File: src/rtl/reg_file_sb.sv
// Parametrised register file with two writeback ports and a per-register pending scoreboard.
// Optional same-cycle write-to-read forwarding is enabled with `define REG_FILE_BYPASS_EN.
module reg_file_sb #(
   parameter int WIDTH  = 32,
   parameter int DEPTH  = 32,
   parameter int NUM_RD = 2,
   localparam int AW    = $clog2(DEPTH)
) (
   input  logic                    clk,
   input  logic                    rst,
   input  logic [NUM_RD*AW-1:0]    rd_addr_i,
   output logic [NUM_RD*WIDTH-1:0] rd_data_o,
   output logic [NUM_RD-1:0]       rd_busy_o,
   input  logic                    wb0_en_i,
   input  logic [AW-1:0]           wb0_addr_i,
   input  logic [WIDTH-1:0]        wb0_data_i,
   input  logic                    wb1_en_i,
   input  logic [AW-1:0]           wb1_addr_i,
   input  logic [WIDTH-1:0]        wb1_data_i,
   input  logic                    rsv_en_i,
   input  logic [AW-1:0]           rsv_addr_i,
   output logic [DEPTH-1:0]        pending_o
);

   logic [WIDTH-1:0] regs [DEPTH];
   logic [DEPTH-1:0] pending;

   // Entry 0 is only ever cleared, so it folds to constant zero.
   always_ff @(posedge clk or posedge rst) begin
      if (rst) begin
         for (int i = 0; i < DEPTH; i++) regs[i] <= '0;
         pending <= '0;
      end else begin
         for (int i = 1; i < DEPTH; i++) begin
            if (wb1_en_i && wb1_addr_i == AW'(i))
               regs[i] <= wb1_data_i;
            else if (wb0_en_i && wb0_addr_i == AW'(i))
               regs[i] <= wb0_data_i;

            if (rsv_en_i && rsv_addr_i == AW'(i))
               pending[i] <= 1'b1;
            else if ((wb0_en_i && wb0_addr_i == AW'(i)) ||
                     (wb1_en_i && wb1_addr_i == AW'(i)))
               pending[i] <= 1'b0;
         end
      end
   end

   assign pending_o = {pending[DEPTH-1:1], 1'b0};

   always_comb begin
      rd_data_o = '0;
      rd_busy_o = '0;
      for (int k = 0; k < NUM_RD; k++) begin
         logic [AW-1:0]    a;
         logic [WIDTH-1:0] d;
         logic             b;
         a = rd_addr_i[k*AW +: AW];
         d = regs[a];
         b = pending[a];
`ifdef REG_FILE_BYPASS_EN
         // Forwarded reads are not busy unless the same cycle re-reserves the register.
         if (wb0_en_i && wb0_addr_i == a) begin
            d = wb0_data_i;
            b = rsv_en_i && rsv_addr_i == a;
         end
         if (wb1_en_i && wb1_addr_i == a) begin
            d = wb1_data_i;
            b = rsv_en_i && rsv_addr_i == a;
         end
`endif
         if (a == '0 || rst) begin
            d = '0;
            b = 1'b0;
         end
         rd_data_o[k*WIDTH +: WIDTH] = d;
         rd_busy_o[k]                = b;
      end
   end

endmodule

File: config.mk
export PLATFORM = sky130hd
export DESIGN_NAME = reg_file_sb
export DESIGN_NICKNAME = d
export VERILOG_FILES = /design/src/rtl/reg_file_sb.sv
export SDC_FILE = /design/constraint.sdc
export NUM_CORES = 2
export LEC_CHECK = 0
export CORE_MARGIN = 2
export CORE_UTILIZATION = 51
export CTS_CLUSTER_SIZE = 28
export DETAILED_ROUTE_END_ITERATION = 8
export PLACE_DENSITY_LB_ADDON = 0.15
export RECOVER_POWER = 25
export SYNTH_ARGS = -nofsm -noshare
export SYNTH_HDL_FRONTEND = slang
export SYNTH_SLANG_ARGS = --single-unit
File: constraint.sdc
create_clock -name clk -period 94.9 [get_ports clk]
set_clock_uncertainty 0.05 [all_clocks]
set_input_delay 18.98 -clock clk [delete_from_list [all_inputs] [get_ports clk]]
set_output_delay 18.98 -clock clk [all_outputs]
set_load 0.01 [all_outputs]
==> summary.md <==
| Metric | Value |
|---|---|
| Die height | 361 um |
| Hold slack | 502 ps |
| Vias in the first global route | 51200 |
| Leak Pwr | 30.5 nW |
| Status | finished with violations |
| Area after DPL | 0.0671 sq mm |
| Max H-tree Level | 3 |
| Initial antenna violation count | 34 |
| # hold bufs at CTS | 0 |
| Synthesized cell area | 0.0651 sq mm |
| Post-route non-filler standard cell count | 7774 |
| CTS tree | done |
| Setup crit start | rst |
| Cell Chain, Critical Path | dlygate4sd3_1 > clkinvlp_2 > clkbuf_1 > nand4_1 > a222oi_1 > clkdlybuf4s50_1 |
| Clk root buf | clkbuf_16 |
| Max incr delay on CP | 4930 ps |
| PwrDens | 21.1 mW/mm^2 |
| Final max-slew violation count | 564 |
| Endpoints failing setup | 0 |
| Max-cap violations | 10 |
| R2R cell count | 1 |
| Req. time, crit path | 75870 ps |
| Clock Pin Slew Worst Setup and Hold Paths | 60 ps |
| RSZ-0062 raised after global routing | no |
| Register area share after synthesis | 39.3% |
| Min-delay src | regs[970] |
| Violated checks | design-rule violations, max-capacitance violations, max-slew violations |
| Delay-heaviest family, CP | buffers and inverters |
| Critical path class | in -> out |
| PortBufs | 190 |
| GRT overflow | 0 |
| Clock insertion delay at the later pin of the skew report | 750 ps |
| Tot GR Track Use | 41.2% |
| Critical path depth | 6 |
| DRT iter0 DRCs | 8990 |
| Synth Instances | 6279 |
| IO Pins | 192 |
| Synth warn | 33 |
| Final Instance Area | 0.0709 sq mm |
| Worst hold stages | 2 |
| Worst-path fanout max | 119 |
| Core ar. | 0.127 sq mm |
| Syn_nets | 6373 |
| Maximum vdd drop | 0.0191 mV |
| Crit start category | primary input |
| Relative slew slack | -370% |
| RR Startpoint | pending_o[24] |
| Buf+Inv Stages, Crit Path | 4 |
| Core Util, Final | 55.8% |
| Main synth FF type | dfrtp_1 |
| Half-perimeter wire length after placement | 150000 um |
| Yosys reg bits | 1023 |
| Max Fclk | 0.0209 GHz |
| Via density | 7.03 |
| Post-synth EDFFs | 0 |
| Number of buffers created by CTS | 117 |
| ANT nets after route | 0 |
| Hold crit path type | reg -> reg |
| Final Hold Viols | 0 |
| Post-CTS sizing | 0 |
| First-pass detailed-route iteration total | 9 |
| Total number of vias | 54700 |
| Fin Setup TNS | 0 ps |
| Final net count | 6080 |
| Total die area | 0.131 sq mm |
| Pin count of the biggest net entering global routing | 121 |
| Row count | 131 |
| CTS max path bufs | 3 |
| Worst Path Arrival | 28910 ps |
| Yosys cell types | 56 |
| CTS sink cnt | 1023 |
| Fraction of layout cells with a size suffix above 1 | 14.2% |
| Initial Util | 51.2% |
| Fraction of registers with async set/reset | 100% |
| Number of post-CTS setup repair buffers | 0 |
| Worst setup EP type | primary output |
| First-pass GRT wire length | 387000 um |
| Die Wd | 361 um |
| Slowest CP cell | clkbuf_1 |
| Syn Area/Cell | 10.4 sq um |
| Fin crit period | 47940 ps |
| WL final | 274000 um |
| Synth-to-layout area growth | 8.89% |
| Dpl cells | 7529 |
| DRC viols | 2 |
| Routability-driven placement congestion ratio | 0.916 |
| Drt wl/cell | 35.2 um |
| Slew @ Worst Pin | 7050 ps |
| Ratio of final minimum period to clock period | 50.5% |
==> flip-flops by register name, indices dropped and copies added, names as in the netlist <==
register / count
pending_o: 31
regs: 992
==> cells in the final DEF (no fill, tap or decap), types with 14 or more instances in the layout <==
| cell | Yosys | layout |
|---|---|---|
| clkdlybuf4s50_1 | 0 | 177 |
| a222oi_1 | 22 | 22 |
| a2bb2oi_1 | 19 | 19 |
| o22ai_1 | 37 | 37 |
| o21ai_0 | 501 | 501 |
| diode_2 | 0 | 25 |
| a21oi_1 | 553 | 553 |
| o31ai_1 | 33 | 33 |
| a211oi_1 | 14 | 14 |
| a221oi_1 | 59 | 59 |
| a221o_1 | 47 | 47 |
| dfrtp_1 | 1023 | 1023 |
| clkinv_2 | 0 | 26 |
| buf_4 | 77 | 137 |
| mux2_2 | 113 | 113 |
| a211o_1 | 19 | 19 |
| clkbuf_16 | 0 | 120 |
| nor2_4 | 0 | 16 |
| nand2_4 | 0 | 19 |
| nor2_1 | 604 | 594 |
| mux2i_1 | 1327 | 1327 |
| mux4_1 | 19 | 19 |
| a22oi_1 | 16 | 16 |
| nand4_1 | 24 | 24 |
| clkbuf_8 | 0 | 31 |
| clkbuf_1 | 445 | 42 |
| nand2_1 | 565 | 545 |
| inv_1 | 27 | 25 |
| nand2b_1 | 47 | 42 |
| a31oi_1 | 20 | 20 |
| mux4_2 | 319 | 319 |
==> synth_stat cells, types with 4 or more instances <==
| cell type | number | area share (%) |
|---|---|---|
| mux2i_1 | 1327 | 20 |
| mux4_2 | 319 | 11 |
| a221oi_2 | 7 | 0.16 |
| and3_1 | 4 | 0.038 |
| a31oi_1 | 20 | 0.19 |
| dfrtp_1 | 1023 | 39 |
| o22ai_1 | 37 | 0.36 |
| a222oi_1 | 22 | 0.34 |
| a2bb2oi_1 | 19 | 0.26 |
| mux4_1 | 19 | 0.77 |
| nand2b_1 | 47 | 0.45 |
| nor2b_1 | 17 | 0.16 |
| nor2_2 | 6 | 0.058 |
| a211o_1 | 19 | 0.26 |
| o21ai_0 | 501 | 3.8 |
| and4b_1 | 6 | 0.092 |
| buf_1 | 35 | 0.20 |
| buf_6 | 40 | 0.69 |
| a2111oi_2 | 10 | 0.23 |
| o31ai_1 | 33 | 0.38 |
| or2_2 | 5 | 0.048 |
| nor2_1 | 604 | 3.5 |
| buf_8 | 4 | 0.092 |
| a32oi_1 | 9 | 0.12 |
| a22oi_1 | 16 | 0.18 |
| a21oi_1 | 553 | 4.2 |
| a32o_1 | 9 | 0.14 |
| a221oi_1 | 59 | 0.79 |
| mux2_2 | 113 | 2.0 |
| nand4_1 | 24 | 0.23 |
| a211oi_1 | 14 | 0.16 |
| and2_1 | 12 | 0.12 |
| buf_4 | 77 | 0.89 |
| buf_2 | 145 | 1.1 |
| nand2_1 | 565 | 3.3 |
| nor3_1 | 11 | 0.085 |
| nor4_1 | 4 | 0.038 |
| a221o_1 | 47 | 0.72 |
| clkbuf_1 | 445 | 2.6 |
| inv_1 | 27 | 0.16 |
==> routing by layer <==
metal	global-route usage (%)	part of all wire (%)	vias up
met3	14.0	14	916
met5	0	0.049	-
li1	-	-	22300
met1	55.5	38	27200
met4	24.1	6.2	18
met2	57.7	42	4257
==> cell type report <==
type	instances	area (sq um)
Inverter	27	105
Timing Repair Buffer	336	3020
Clock buffer	185	3550
Antenna cell	25	62.6
Sequential cell	1023	25600
Multi-Input combinational cell	4481	36200
Clock inverter	35	300
Tap cell	1662	2080
Fill cell	10900	56300
==> per-stage QoR <==
| stage | setup slack (ps) | total power [mW] |
|---|---|---|
| after global routing | 45620 | 1.56 |
| final | 46960 | 1.50 |
| after global placement | 52140 | 1.01 |
| after detailed placement | 52090 | 1.03 |
| after CTS | 52090 | 1.49 |
| after floorplan | 24660 | 0.909 |
==> kinds of logic after synthesis <==
logic type	synth area share, %
buffers and inverters	5.77
AO/OA/AOI/OAI	12.5
AND/OR/NAND/NOR	8.27
multiplexers	34.1
other	0.00576
flip-flops	39.3
==> where the power goes <==
group / total [mW] / internal (mW) / switching (mW)
Sequential: 0.655 / 0.553 / 0.103
Clock: 0.463 / 0.265 / 0.197
Combinational: 0.381 / 0.199 / 0.181
Total: 1.50 / 1.02 / 0.481
==> worst paths after layout <==
path	to	slack [ps]
setup reg to reg	pending_o[24]	93880
setup / recovery	rd_data_o[37]	46960
hold reg to reg	regs[970]	500
min in group asynchronous	regs[505]	19640
max in group asynchronous	regs[33]	67350
hold / removal	regs[970]	500
(Power assumes the default switching activity.)
